[src/rtl/ft_bus_scheduler.sv]
// FT601 245-synchronous FIFO bus master: round-robin TX/RX bursts with turnaround and OE handover.
// Define FT_SCHED_STATS_EN to add the tx_words_out / rx_words_out accepted-word counters.
module ft_bus_scheduler #(
    parameter int DATA_WIDTH = 32,
    parameter int BE_WIDTH   = 4,
    parameter int MAX_BURST  = 256,
    parameter int CNT_W      = 9
) (
    input  logic                  clk_in,
    input  logic                  rst_in,
    input  logic                  txe_n_in,
    input  logic                  rxf_n_in,
    output logic                  wr_n_out,
    output logic                  rd_n_out,
    output logic                  oe_n_out,
    output logic [DATA_WIDTH-1:0] data_out,
    output logic [BE_WIDTH-1:0]   be_out,
    output logic                  data_oe_out,
    input  logic [DATA_WIDTH-1:0] data_in,
    input  logic [BE_WIDTH-1:0]   be_in,
    input  logic [DATA_WIDTH-1:0] tx_data_in,
    input  logic [BE_WIDTH-1:0]   tx_be_in,
    input  logic                  tx_valid_in,
    output logic                  tx_pop_out,
    output logic [DATA_WIDTH-1:0] rx_data_out,
    output logic [BE_WIDTH-1:0]   rx_be_out,
    output logic                  rx_valid_out,
    input  logic                  rx_full_in
`ifdef FT_SCHED_STATS_EN
    ,
    output logic [31:0]           tx_words_out,
    output logic [31:0]           rx_words_out
`endif
);

    // IDLE: arbitrate | TX_BURST: FPGA drives | RX_OE: chip takes bus | RX_BURST: read | TURN: gap
    typedef enum logic [2:0] {
        S_IDLE,
        S_TX_BURST,
        S_RX_OE,
        S_RX_BURST,
        S_TURN
    } state_t;

    localparam logic [CNT_W-1:0] LP_MAX  = CNT_W'(MAX_BURST);
    localparam logic [CNT_W-1:0] LP_LAST = CNT_W'(MAX_BURST - 1);

    state_t                r_state;
    state_t                w_next;
    logic                  r_last_rx;
    logic [CNT_W-1:0]      r_cnt;
    logic                  r_rx_valid;
    logic [DATA_WIDTH-1:0] r_rx_data;
    logic [BE_WIDTH-1:0]   r_rx_be;

    logic w_tx_req;
    logic w_rx_req;
    logic w_grant_tx;
    logic w_grant_rx;
    logic w_tx_acc;
    logic w_rx_take;
    logic w_cnt_last;

    assign w_tx_req   = tx_valid_in & ~txe_n_in;
    assign w_rx_req   = ~rxf_n_in & ~rx_full_in;
    assign w_cnt_last = (r_cnt == LP_LAST);

    always_comb begin
        w_next      = r_state;
        wr_n_out    = 1'b1;
        rd_n_out    = 1'b1;
        oe_n_out    = 1'b1;
        data_oe_out = 1'b0;
        w_tx_acc    = 1'b0;
        w_rx_take   = 1'b0;
        w_grant_tx  = 1'b0;
        w_grant_rx  = 1'b0;
        case (r_state)
            S_IDLE: begin
                if (w_tx_req && (!w_rx_req || r_last_rx)) begin
                    w_grant_tx = 1'b1;
                    w_next     = S_TX_BURST;
                end else if (w_rx_req) begin
                    w_grant_rx = 1'b1;
                    w_next     = S_RX_OE;
                end
            end
            S_TX_BURST: begin
                data_oe_out = 1'b1;
                wr_n_out    = ~tx_valid_in;
                w_tx_acc    = tx_valid_in & ~txe_n_in;
                // when no word is accepted the burst is over anyway, so the
                // terminal count only matters on an accepting edge
                if (!w_tx_acc || w_cnt_last) begin
                    w_next = S_TURN;
                end
            end
            S_RX_OE: begin
                oe_n_out = 1'b0;
                w_next   = S_RX_BURST;
            end
            S_RX_BURST: begin
                oe_n_out  = 1'b0;
                rd_n_out  = rx_full_in;
                w_rx_take = ~rx_full_in & ~rxf_n_in;
                if (!w_rx_take || w_cnt_last) begin
                    w_next = S_TURN;
                end
            end
            S_TURN: begin
                w_next = S_IDLE;
            end
            default: begin
                w_next = S_IDLE;
            end
        endcase
    end

    assign tx_pop_out   = w_tx_acc;
    assign data_out     = tx_data_in;
    assign be_out       = tx_be_in;
    assign rx_valid_out = r_rx_valid;
    assign rx_data_out  = r_rx_data;
    assign rx_be_out    = r_rx_be;

    always_ff @(posedge clk_in or negedge rst_in) begin
        if (!rst_in) begin
            r_state    <= S_IDLE;
            r_last_rx  <= 1'b1;
            r_cnt      <= '0;
            r_rx_valid <= 1'b0;
            r_rx_data  <= '0;
            r_rx_be    <= '0;
        end else begin
            r_state    <= w_next;
            r_rx_valid <= w_rx_take;
            if (w_rx_take) begin
                r_rx_data <= data_in;
                r_rx_be   <= be_in;
            end
            if (w_grant_tx) begin
                r_last_rx <= 1'b0;
            end else if (w_grant_rx) begin
                r_last_rx <= 1'b1;
            end
            if (w_grant_tx || w_grant_rx) begin
                r_cnt <= '0;
            end else if ((w_tx_acc || w_rx_take) && (r_cnt != LP_MAX)) begin
                r_cnt <= r_cnt + 1'b1;
            end
        end
    end

`ifdef FT_SCHED_STATS_EN
    logic [31:0] r_tx_words;
    logic [31:0] r_rx_words;

    always_ff @(posedge clk_in or negedge rst_in) begin
        if (!rst_in) begin
            r_tx_words <= '0;
            r_rx_words <= '0;
        end else begin
            if (w_tx_acc) begin
                r_tx_words <= r_tx_words + 32'd1;
            end
            if (r_rx_valid) begin
                r_rx_words <= r_rx_words + 32'd1;
            end
        end
    end

    assign tx_words_out = r_tx_words;
    assign rx_words_out = r_rx_words;
`endif

endmodule

[config.mk]
export PLATFORM = sky130hd
export DESIGN_NAME = ft_bus_scheduler
export DESIGN_NICKNAME = d
export VERILOG_FILES = /design/src/rtl/ft_bus_scheduler.sv
export SDC_FILE = /design/constraint.sdc
export NUM_CORES = 1
export LEC_CHECK = 0
export BUFFER_PORTS_ARGS = -buffer_cell sky130_fd_sc_hd__buf_4
export CAP_MARGIN = 20
export CORE_MARGIN = 2
export CORE_UTILIZATION = 44
export CTS_BUF_LIST = sky130_fd_sc_hd__clkbuf_2
export DETAILED_ROUTE_END_ITERATION = 10
export GPL_ROUTABILITY_DRIVEN = 0
export PLACE_DENSITY = 0.86
export SLEW_MARGIN = 0
export SYNTH_ARGS = -nofsm -noshare
export SYNTH_HDL_FRONTEND = slang
export SYNTH_SLANG_ARGS = --single-unit
export TNS_END_PERCENT = 50
[constraint.sdc]
create_clock -name clk_in -period 2.15 [get_ports clk_in]
set_clock_uncertainty 0.2 [all_clocks]
set_input_delay 0 -clock clk_in [delete_from_list [all_inputs] [get_ports clk_in]]
set_output_delay 0 -clock clk_in [all_outputs]
set_load 0.02 [all_outputs]
# --- Word-level counts from Yosys, hierarchy flattened ---
# Index checks and enable logic that the tools add are counted.
word_totals:
  output_inout_bits: 78
  ff_bits: 50
classes:
  eq_ne: 8
  addsub: 1
  mux: 20
  n_reduce_logical: 14
  n_bitwise: 6
ops:
  columns: ["operator", "n"]
  rows:
  - ["9-bit two-way mux", 2]
  - ["1-bit two-way mux", 13]
  - ["3-bit two-way mux", 4]
  - ["3-bit one-hot mux with 4 select lines", 1]
  - ["9-bit by 1-bit adder with 9-bit output, second input constant", 1]
  - ["9-bit by 8-bit equality test with 1-bit output, second input constant", 1]
  - ["9-bit inequality test, second input constant", 1]
  - ["3-bit by 2-bit equality test with 1-bit output, second input constant", 2]
  - ["1-bit logical OR", 5]
  - ["2-bit inequality test, second input constant", 2]
  - ["1-bit inverter", 4]
  - ["2-bit nonzero test", 2]
  - ["3-bit by 1-bit equality test with 1-bit output, second input constant", 1]
  - ["3-bit logical NOT", 1]
  - ["3-bit inequality test, second input constant", 1]
  - ["3-bit AND reduction", 1]
  - ["1-bit bitwise AND", 2]
  - ["1-bit logical AND", 2]
  - ["1-bit logical NOT", 2]
  - ["2-bit OR reduction", 1]

# --- Depth between registers and ports, before layout ---
# Gate-level depths: netlist (run 1).
logic_depth:
  ltp_word: 9
  mapped_depth: 7
  depth_no_buf: 7

# --- Worst setup path before layout (run 1) ---
# OpenSTA, ideal clock, no wires.
synth_timing:
  path_kind: "register to register"
  startpoint: "reg r_state[1]"
  endpoint: "reg r_cnt[7]"
  required_time_ns: 1.872
  setup_ns: 0.078
  t_arrival_ns: 1.545
  n_path_buf: 0
  period_less_slack_ns: 1.822
  slack_ns: 0.328
  path_stages_with_launch: 5
  path_cell_list: "dfrtp_1 > nor3b_4 > a22oi_2 > or4_1 > a21boi_1"
synth_between:
  elab_chain_cells: 5
  elab_cells_between_ends: 12
  cone_classes: "2 x eq/ne; 5 x mux; 5 x reduce/logical"
synth_rtl:
  columns: ["element", "line_no", "source"]
  rows:
  - ["start, declared", "48", "state_t r_state;"]
  - ["start signal, assigned", "135", "r_state <= w_next;"]
  - ["3-bit by 1-bit equality test with 1-bit output / 3-bit by 2-bit equality test with 1-bit output (equally long branches)", "78", "case (r_state)"]
  - ["1-bit two-way mux", "78", null]
  - ["1-bit logical OR", "148", "end else if ((w_tx_acc || w_rx_take) && (r_cnt != LP_MAX)) begin"]
  - ["1-bit logical AND", "148", null]
  - ["2-bit nonzero test (no line)", null, null]
  - ["end signal, assigned", "149", "r_cnt <= r_cnt + 1'b1;"]
  - ["end, declared", "51", "logic [CNT_W-1:0] r_cnt;"]
# Several ways; a longest one is shown, not always the timed one.
# A chain may end at the register's enable or synchronous reset.

# --- Worst setup path in the final report (run 1) ---
layout_timing:
  startpoint: "reg r_state[2]"
  endpoint: "reg r_cnt[8]"
# Same word-level chain as after synthesis.

==> qor.tcl, run 1 <==
set qor(status) {complete, no violations}
set qor(power_report.internal_total_uw) 2220
set qor(power.share.combinational) 0.445
set qor(path_cells) {and3b_1, a22oi_2, a41o_1, mux2i_1}
set qor(layout-area-overhead-vs-synth_pct) 55.1
set qor(global_route.overflow_total) 0
set qor(clk-insertion-delay-late_ns) 0.40
set qor(worst_ep_arrival_time_ns) 2.13
set qor(core_area_mm2) 0.00517
set qor(worst-path-max-fanout) 14
set qor(biggest_cell_delay_along_the_critical_path_ns) 0.53
set qor(floorplan.initialDensity) 0.464
set qor(seq_area_frac_synth) 0.522
set qor(route.final.wire_length_um) 6340
set qor(yosysWarningCount) 0
set qor(place_hpwl_um) 3370
set qor(sw_frac_of_total) 0.366
set qor(synth.net_count) 276
set qor(clock_power_share) 0.139
set qor(detail_route.vias_per_cell) 4.90
set qor(total_area_of_multi_input_combinational_cells_um2) 825
set qor(port-buffer-count) 83
set qor(rows) 26
set qor(ys_types) 36
set qor(drive_gt1_frac) 0.393
set qor(critPathBufInv) 0
set qor(register_bit_total_from_synthesis) 50
set qor(num_io_pins) 156
set qor(antennaDiodeCount) 0
set qor(dieArea_mm2) 0.00606
set qor(dp_worst_setup_slack_ns) 0.194
set qor(rrSetupSlack_ns) 0.18
set qor(worst_path_max_delay_cell) {sky130_fd_sc_hd__dfrtp_1}
set qor(first_global_vias) 1939
set qor(hold_path_end) {rx_data_out[11]}
set qor(start_kind) {flip-flop}
set qor(clock_buffers_created_by_tritoncts) 5
set qor(clock-sinks) 50
set qor(regToRegStartpoint) {r_state[2]}
set qor(maxCapViolations) 0
set qor(number_of_vias_in_the_routed_layout) 1950
set qor(dr.pass1.iters) 4
set qor(syn_inst_count) 195
set qor(placedInstanceArea_mm2) 0.00284
set qor(worstHoldStart) {data_in[11]}
set qor(max_clock_freq_mhz) 507
set qor(tritoncts) {done}
set qor(drc) 0
set qor(post-route-worst-setup-slack_ns) 0.179
set qor(drt-wirelength-per-cell_um) 15.9
set qor(grt_antenna_before_repair) 0
set qor(rsz_0062_raised_after_global_routing) {no}
set qor(crit_required_ns) 2.31
set qor(clk_root_buffer_cell) {sky130_fd_sc_hd__clkbuf_2}
set qor(worstHoldPathCells) 3
set qor(max_slew.worst_pin.slew_ns) 0.625
set qor(crit-reg2reg-capture) {r_cnt[8]}
set qor(pwr_density_mw_per_mm2) 942
set qor(htreeDepth) 2
set qor(relSlewSlack) 0.584
set qor(finalWorstPathRequiredPeriod_ns) 1.97
set qor(global_route.usage.total) 0.208
set qor(crit_path_leading_delay_family) {compound AO/OA/AOI/OAI gates}
set qor(path_class) {reg2reg}
set qor(layout.area.seq_mm2) 0.00125
set qor(final_area_mm2) 0.00372
set qor(grt_first_pass_wirelength_um) 9890
set qor(worstSetupEndpointType) {flip-flop}
set qor(dieHeight_um) 77.8
set qor(grt_max_degree) 51
set qor(drt.antenna.violating_nets) 0
set qor(die_x_um) 77.8
set qor(share_seq_of_total_power) 0.416
set qor(power.ir.vdd_worst_mv) 0.429
set qor(final.fill_count) 352
set qor(reg2reg_depth) 4
set qor(final_net_count) 408
set qor(p_leak_uw) 0.00184
set qor(timing.setup.tns_ns) 0
set qor(cts_buffer_depth) 2
set qor(timing.final.hold_violations) 0
set qor(fin_hold_ws_ns) 0.146
set qor(setup_viol_count_final) 0
set qor(postSynthAreaPerCell_um2) 12.3
set qor(power.switching_uw) 1280
set qor(clkSlewWorstSetupHoldPaths_ns) 0.24
set qor(final_max_slew_viol_count) 0
set qor(first_iter_violations) 42
set qor(finalCritPeriodShare) 0.917
set qor(post_cts_buffers) 0
set qor(syn-cell-area_mm2) 0.00240
set qor(hold_path_class) {in2reg}
-- stage by stage --
step / cells / total power, uW / utilization
finish: 398 / 3500 / 0.719
detailed placement: 309 / 2820 / 0.549
global placement: 309 / 2770 / 0.549
global route: 398 / 3700 / 0.719
floorplan: 195 / 2300 / -
CTS: 398 / 3480 / 0.719
-- sequential cells by signal, indices dropped and copies added (netlist names) --
register	cells
r_last_rx	1
rx_be_out	4
r_state	3
rx_data_out	32
rx_valid_out	1
r_cnt	9
-- how the worst max path moves through the flow --
stage / startpoint / to / cells past startpoint
detailed placement: r_state[2] / r_cnt[8] / 4
CTS: r_state[2] / r_cnt[8] / 4
global placement: r_state[2] / r_cnt[0] / 4
finish: r_state[2] / r_cnt[8] / 4
floorplan: r_state[1] / r_cnt[7] / 4
global route: r_state[2] / r_cnt[0] / 4
-- synthesized netlist by cell type (all sizes together) --
master,number,area (um^2)
dfrtp,49,1230
buf,41,295
mux2,36,405
nand2,9,36.3
inv,7,26.3
nor2,5,18.8
mux2i,4,40.0
nand2b,4,25.0
o21ai,4,20.0
ha,3,37.5
nand3,3,15.0
o211ai,3,22.5
o31ai,3,22.5
or3,3,18.8
a21boi,2,15.0
a21oi,2,10.0
and3,2,12.5
nor3b,2,26.3
a21o,1,7.51
a22oi,1,12.5
a2bb2oi,1,8.76
a41o,1,10.0
and2,1,6.26
and3b,1,8.76
dfstp,1,26.3
nor2b,1,6.26
nor4,1,6.26
o32ai,1,8.76
or2,1,6.26
or4,1,7.51
or4b,1,10.0
-- layout make-up --
class	count	share of cell area
Timing Repair Buffer	166	0.393
Sequential cell	50	0.337
Multi-Input combinational cell	97	0.222
Tap cell	70	0.0235
Clock inverter	2	0.0101
Clock buffer	6	0.00807
Inverter	7	0.00706
-- power groups by stage --
stage	clock network (uW)	registers, uW	logic [uW]
final	486	1460	1560
after global routing	546	1500	1650
after CTS	508	1440	1540
after detailed placement	0	1460	1370
after global placement	0	1430	1340
after floorplan	0	1740	552
-- logic make-up (layout without fill, tap and decap cells) --
| logic type | Yosys count | in the layout | share of synthesized area |
|---|---|---|---|
| AO/OA/AOI/OAI | 19 | 19 | 0.0574 |
| adder cells (fa/ha/maj) | 3 | 3 | 0.0157 |
| buffers and inverters | 48 | 181 | 0.134 |
| flip-flops | 50 | 50 | 0.522 |
| multiplexers | 40 | 40 | 0.186 |
| AND/OR/NAND/NOR | 35 | 35 | 0.0850 |
-- what timing repair did --
item | CTS | global route
gates resized for setup | 0 | 0
endpoints found under the setup margin | 0 | 1
endpoints found under the hold margin | 134 | 0
hold buffers | 81 | 0
-- worst register-to-register path: cells and delay by family, from the launching register on --
family          cells  cell delay, ns
compound gates      2            0.74
flops               1            0.53
simple gates        1            0.25
mux                 1            0.21
-- cell usage in the layout (no fill, tap or decap), types with 2 or more instances in the layout --
cell	synthesis	layout
sky130_fd_sc_hd__a21boi_1	2	2
sky130_fd_sc_hd__a21oi_1	2	2
sky130_fd_sc_hd__and3_1	2	2
sky130_fd_sc_hd__buf_4	36	84
sky130_fd_sc_hd__clkbuf_2	0	6
sky130_fd_sc_hd__dfrtp_1	49	49
sky130_fd_sc_hd__dlygate4sd3_1	0	81
sky130_fd_sc_hd__ha_1	3	3
sky130_fd_sc_hd__inv_1	7	7
sky130_fd_sc_hd__mux2_1	5	5
sky130_fd_sc_hd__mux2_2	31	31
sky130_fd_sc_hd__mux2i_1	4	4
sky130_fd_sc_hd__nand2_1	8	8
sky130_fd_sc_hd__nand2b_1	4	4
sky130_fd_sc_hd__nand3_1	3	3
sky130_fd_sc_hd__nor2_1	5	5
sky130_fd_sc_hd__o211ai_1	3	3
sky130_fd_sc_hd__o21ai_0	3	3
sky130_fd_sc_hd__o31ai_1	3	3
sky130_fd_sc_hd__or3_1	3	3
-- metal layers --
layer | track usage | wire (um)
met5 | 0 | 0
met4 | 0.0429 | 66
met3 | 0.0488 | 426
met2 | 0.389 | 3380
met1 | 0.239 | 2460
(Power assumes the default switching activity.)
==> inputs of run 2 (changes only) <==
Settings changed: REMOVE_ABC_BUFFERS from default to 1.
==> run 2 against run 1 <==
Global-route usage grew 4.9 points; non-clock buffer count grew 2; register-to-register slack lost 0.06 ns; via count grew 4.0%; maximum frequency shrank 2.9%; sequential power is essentially flat; sequential cell count is the same; count of clock-buffer cells in the layout shrank 1; worst setup slack lost 0.058 ns.
==> qor.tcl, run 2 (same netlist as run 1, synthesis figures left out) <==
set qor(rows) 26
set qor(clock_buffers_created_by_tritoncts) 5
set qor(final_net_count) 410
set qor(placedInstanceArea_mm2) 0.00283
set qor(worst_ep_arrival_time_ns) 2.23
set qor(drt.antenna.violating_nets) 0
set qor(p_leak_uw) 0.00185
set qor(htreeDepth) 2
set qor(flip_flop_count_of_the_largest_register_all_copies_and_words_added) 32
set qor(timing.setup.tns_ns) 0
set qor(crit_required_ns) 2.35
set qor(max_clock_freq_mhz) 493
set qor(route.final.wire_length_um) 7700
set qor(cts_buffer_depth) 2
set qor(final.fill_count) 347
set qor(power.ir.vdd_worst_mv) 0.636
set qor(drive_gt1_frac) 0.397
set qor(clock-sinks) 50
set qor(worstSetupEndpointType) {flip-flop}
set qor(drt-wirelength-per-cell_um) 19.3
set qor(finalWorstPathRequiredPeriod_ns) 2.03
set qor(dp_worst_setup_slack_ns) 0.152
set qor(clk-insertion-delay-late_ns) 0.45
set qor(worst-path-max-fanout) 6
set qor(relSlewSlack) 0.577
set qor(final_area_mm2) 0.00374
set qor(number_of_vias_in_the_routed_layout) 2028
set qor(core_area_mm2) 0.00517
set qor(layout.cells.most_common) {sky130_fd_sc_hd__buf_4}
set qor(dieHeight_um) 77.8
set qor(global_route.overflow_total) 0
set qor(dieArea_mm2) 0.00606
set qor(grt_first_pass_wirelength_um) 11400
set qor(die_x_um) 77.8
set qor(num_io_pins) 156
set qor(setup_viol_count_final) 0
set qor(drc) 0
set qor(global_route.usage.total) 0.257
set qor(place_hpwl_um) 4310
set qor(floorplan.initialDensity) 0.464
set qor(path_class) {reg2reg}
set qor(pwr_density_mw_per_mm2) 947
set qor(port-buffer-count) 83
set qor(grt_max_degree) 51
set qor(dr.pass1.iters) 4
set qor(cts_resized) 0
set qor(clkSlewWorstSetupHoldPaths_ns) 0.27
set qor(start_kind) {flip-flop}
set qor(post-route-worst-setup-slack_ns) 0.121
set qor(first_global_vias) 2070
set qor(first_iter_violations) 114
set qor(final_max_slew_viol_count) 0
set qor(maxCapViolations) 0
set qor(mostFrequentLayoutCells) {86 x sky130_fd_sc_hd__buf_4, 81 x sky130_fd_sc_hd__dlygate4sd3_1, 49 x sky130_fd_sc_hd__dfrtp_1}
set qor(status) {complete, no violations}
set qor(tritoncts) {done}
set qor(rsz_0062_raised_after_global_routing) {no}
set qor(hold_path_class) {in2reg}
set qor(grt_antenna_before_repair) 0
set qor(detail_route.vias_per_cell) 5.07
set qor(layout.area.seq_mm2) 0.00125
set qor(clk_root_buffer_cell) {sky130_fd_sc_hd__clkbuf_2}
set qor(max_slew.worst_pin.slew_ns) 0.634
set qor(total_area_of_multi_input_combinational_cells_um2) 825
set qor(layout-area-overhead-vs-synth_pct) 55.8
set qor(antennaDiodeCount) 0
set qor(timing.final.hold_violations) 0
set qor(finalCritPeriodShare) 0.944
run 2: cell count changes in the layout (fill, tap and decap cells not counted):
| cell | previous run | this run |
|---|---|---|
| sky130_fd_sc_hd__clkinv_2 | 0 | 1 |
| sky130_fd_sc_hd__clkinvlp_4 | 1 | 0 |
| sky130_fd_sc_hd__clkbuf_2 | 6 | 5 |
| sky130_fd_sc_hd__buf_4 | 84 | 86 |
| sky130_fd_sc_hd__inv_6 | 0 | 1 |
run 2: final timing paths:
check / slack, ns / cells past startpoint / from / endpoint
max: 0.12 / 7 / r_cnt[0] / r_state[1]
min: 0.05 / 3 / data_in[23] / rx_data_out[23]
max reg2reg: 0.12 / 7 / r_cnt[0] / r_state[1]
min reg2reg: 0.33 / 2 / r_last_rx / r_last_rx
max in group asynchronous: 0.91 / 3 / rst_in / rx_data_out[26]
min in group asynchronous: 0.42 / 3 / rst_in / rx_data_out[7]
run 2: timing repair:
item / CTS / global route
setup endpoints to repair: 0 / 3
setup buffers: 0 / 3
endpoints found under the hold margin: 135 / 0
hold buffers: 81 / 0
run 2: layout make-up:
type	instances	area share
clock buffer	5	0.00670
clock inverter	3	0.0117
inverter	7	0.00703
multi-input combinational	97	0.221
sequential	50	0.335
tap	70	0.0234
timing repair buffer	168	0.395
run 2: report_power, final:
part	leakage (uW)	internal [uW]	switching [uW]	total, uW
sequential	0.000655	1240	199	1440
clock	0.0000433	199	319	518
combinational	0.00115	787	793	1580
total	0.00185	2230	1310	3540
run 2: critical path: stages (launching register included):
cell and delay (ns):
sky130_fd_sc_hd__dfrtp_1 0.49, sky130_fd_sc_hd__ha_1 0.23, sky130_fd_sc_hd__and3_1 0.19, sky130_fd_sc_hd__nand3_1 0.13
sky130_fd_sc_hd__nor2_1 0.07, sky130_fd_sc_hd__ha_1 0.23, sky130_fd_sc_hd__nor2_1 0.24, sky130_fd_sc_hd__a2bb2oi_1 0.20
run 2: stage by stage:
stage	power [uW]	hold WS [ns]	cells	util
2_1_floorplan	2190	-0.496	154	-
3_3_place_gp	2770	-0.199	308	0.548
5_1_grt	3720	0.0372	400	0.722
3_5_place_dp	2830	-0.199	308	0.548
4_1_cts	3520	0.0481	397	0.718
6_report	3540	0.0519	400	0.722
run 2: metal layers:
layer	vias up	global-route usage	wire, um
met3	16	0.0779	681
met2	120	0.418	3840
li1	900	-	-
met4	0	0.0982	162
met5	-	0	0
met1	992	0.320	3020
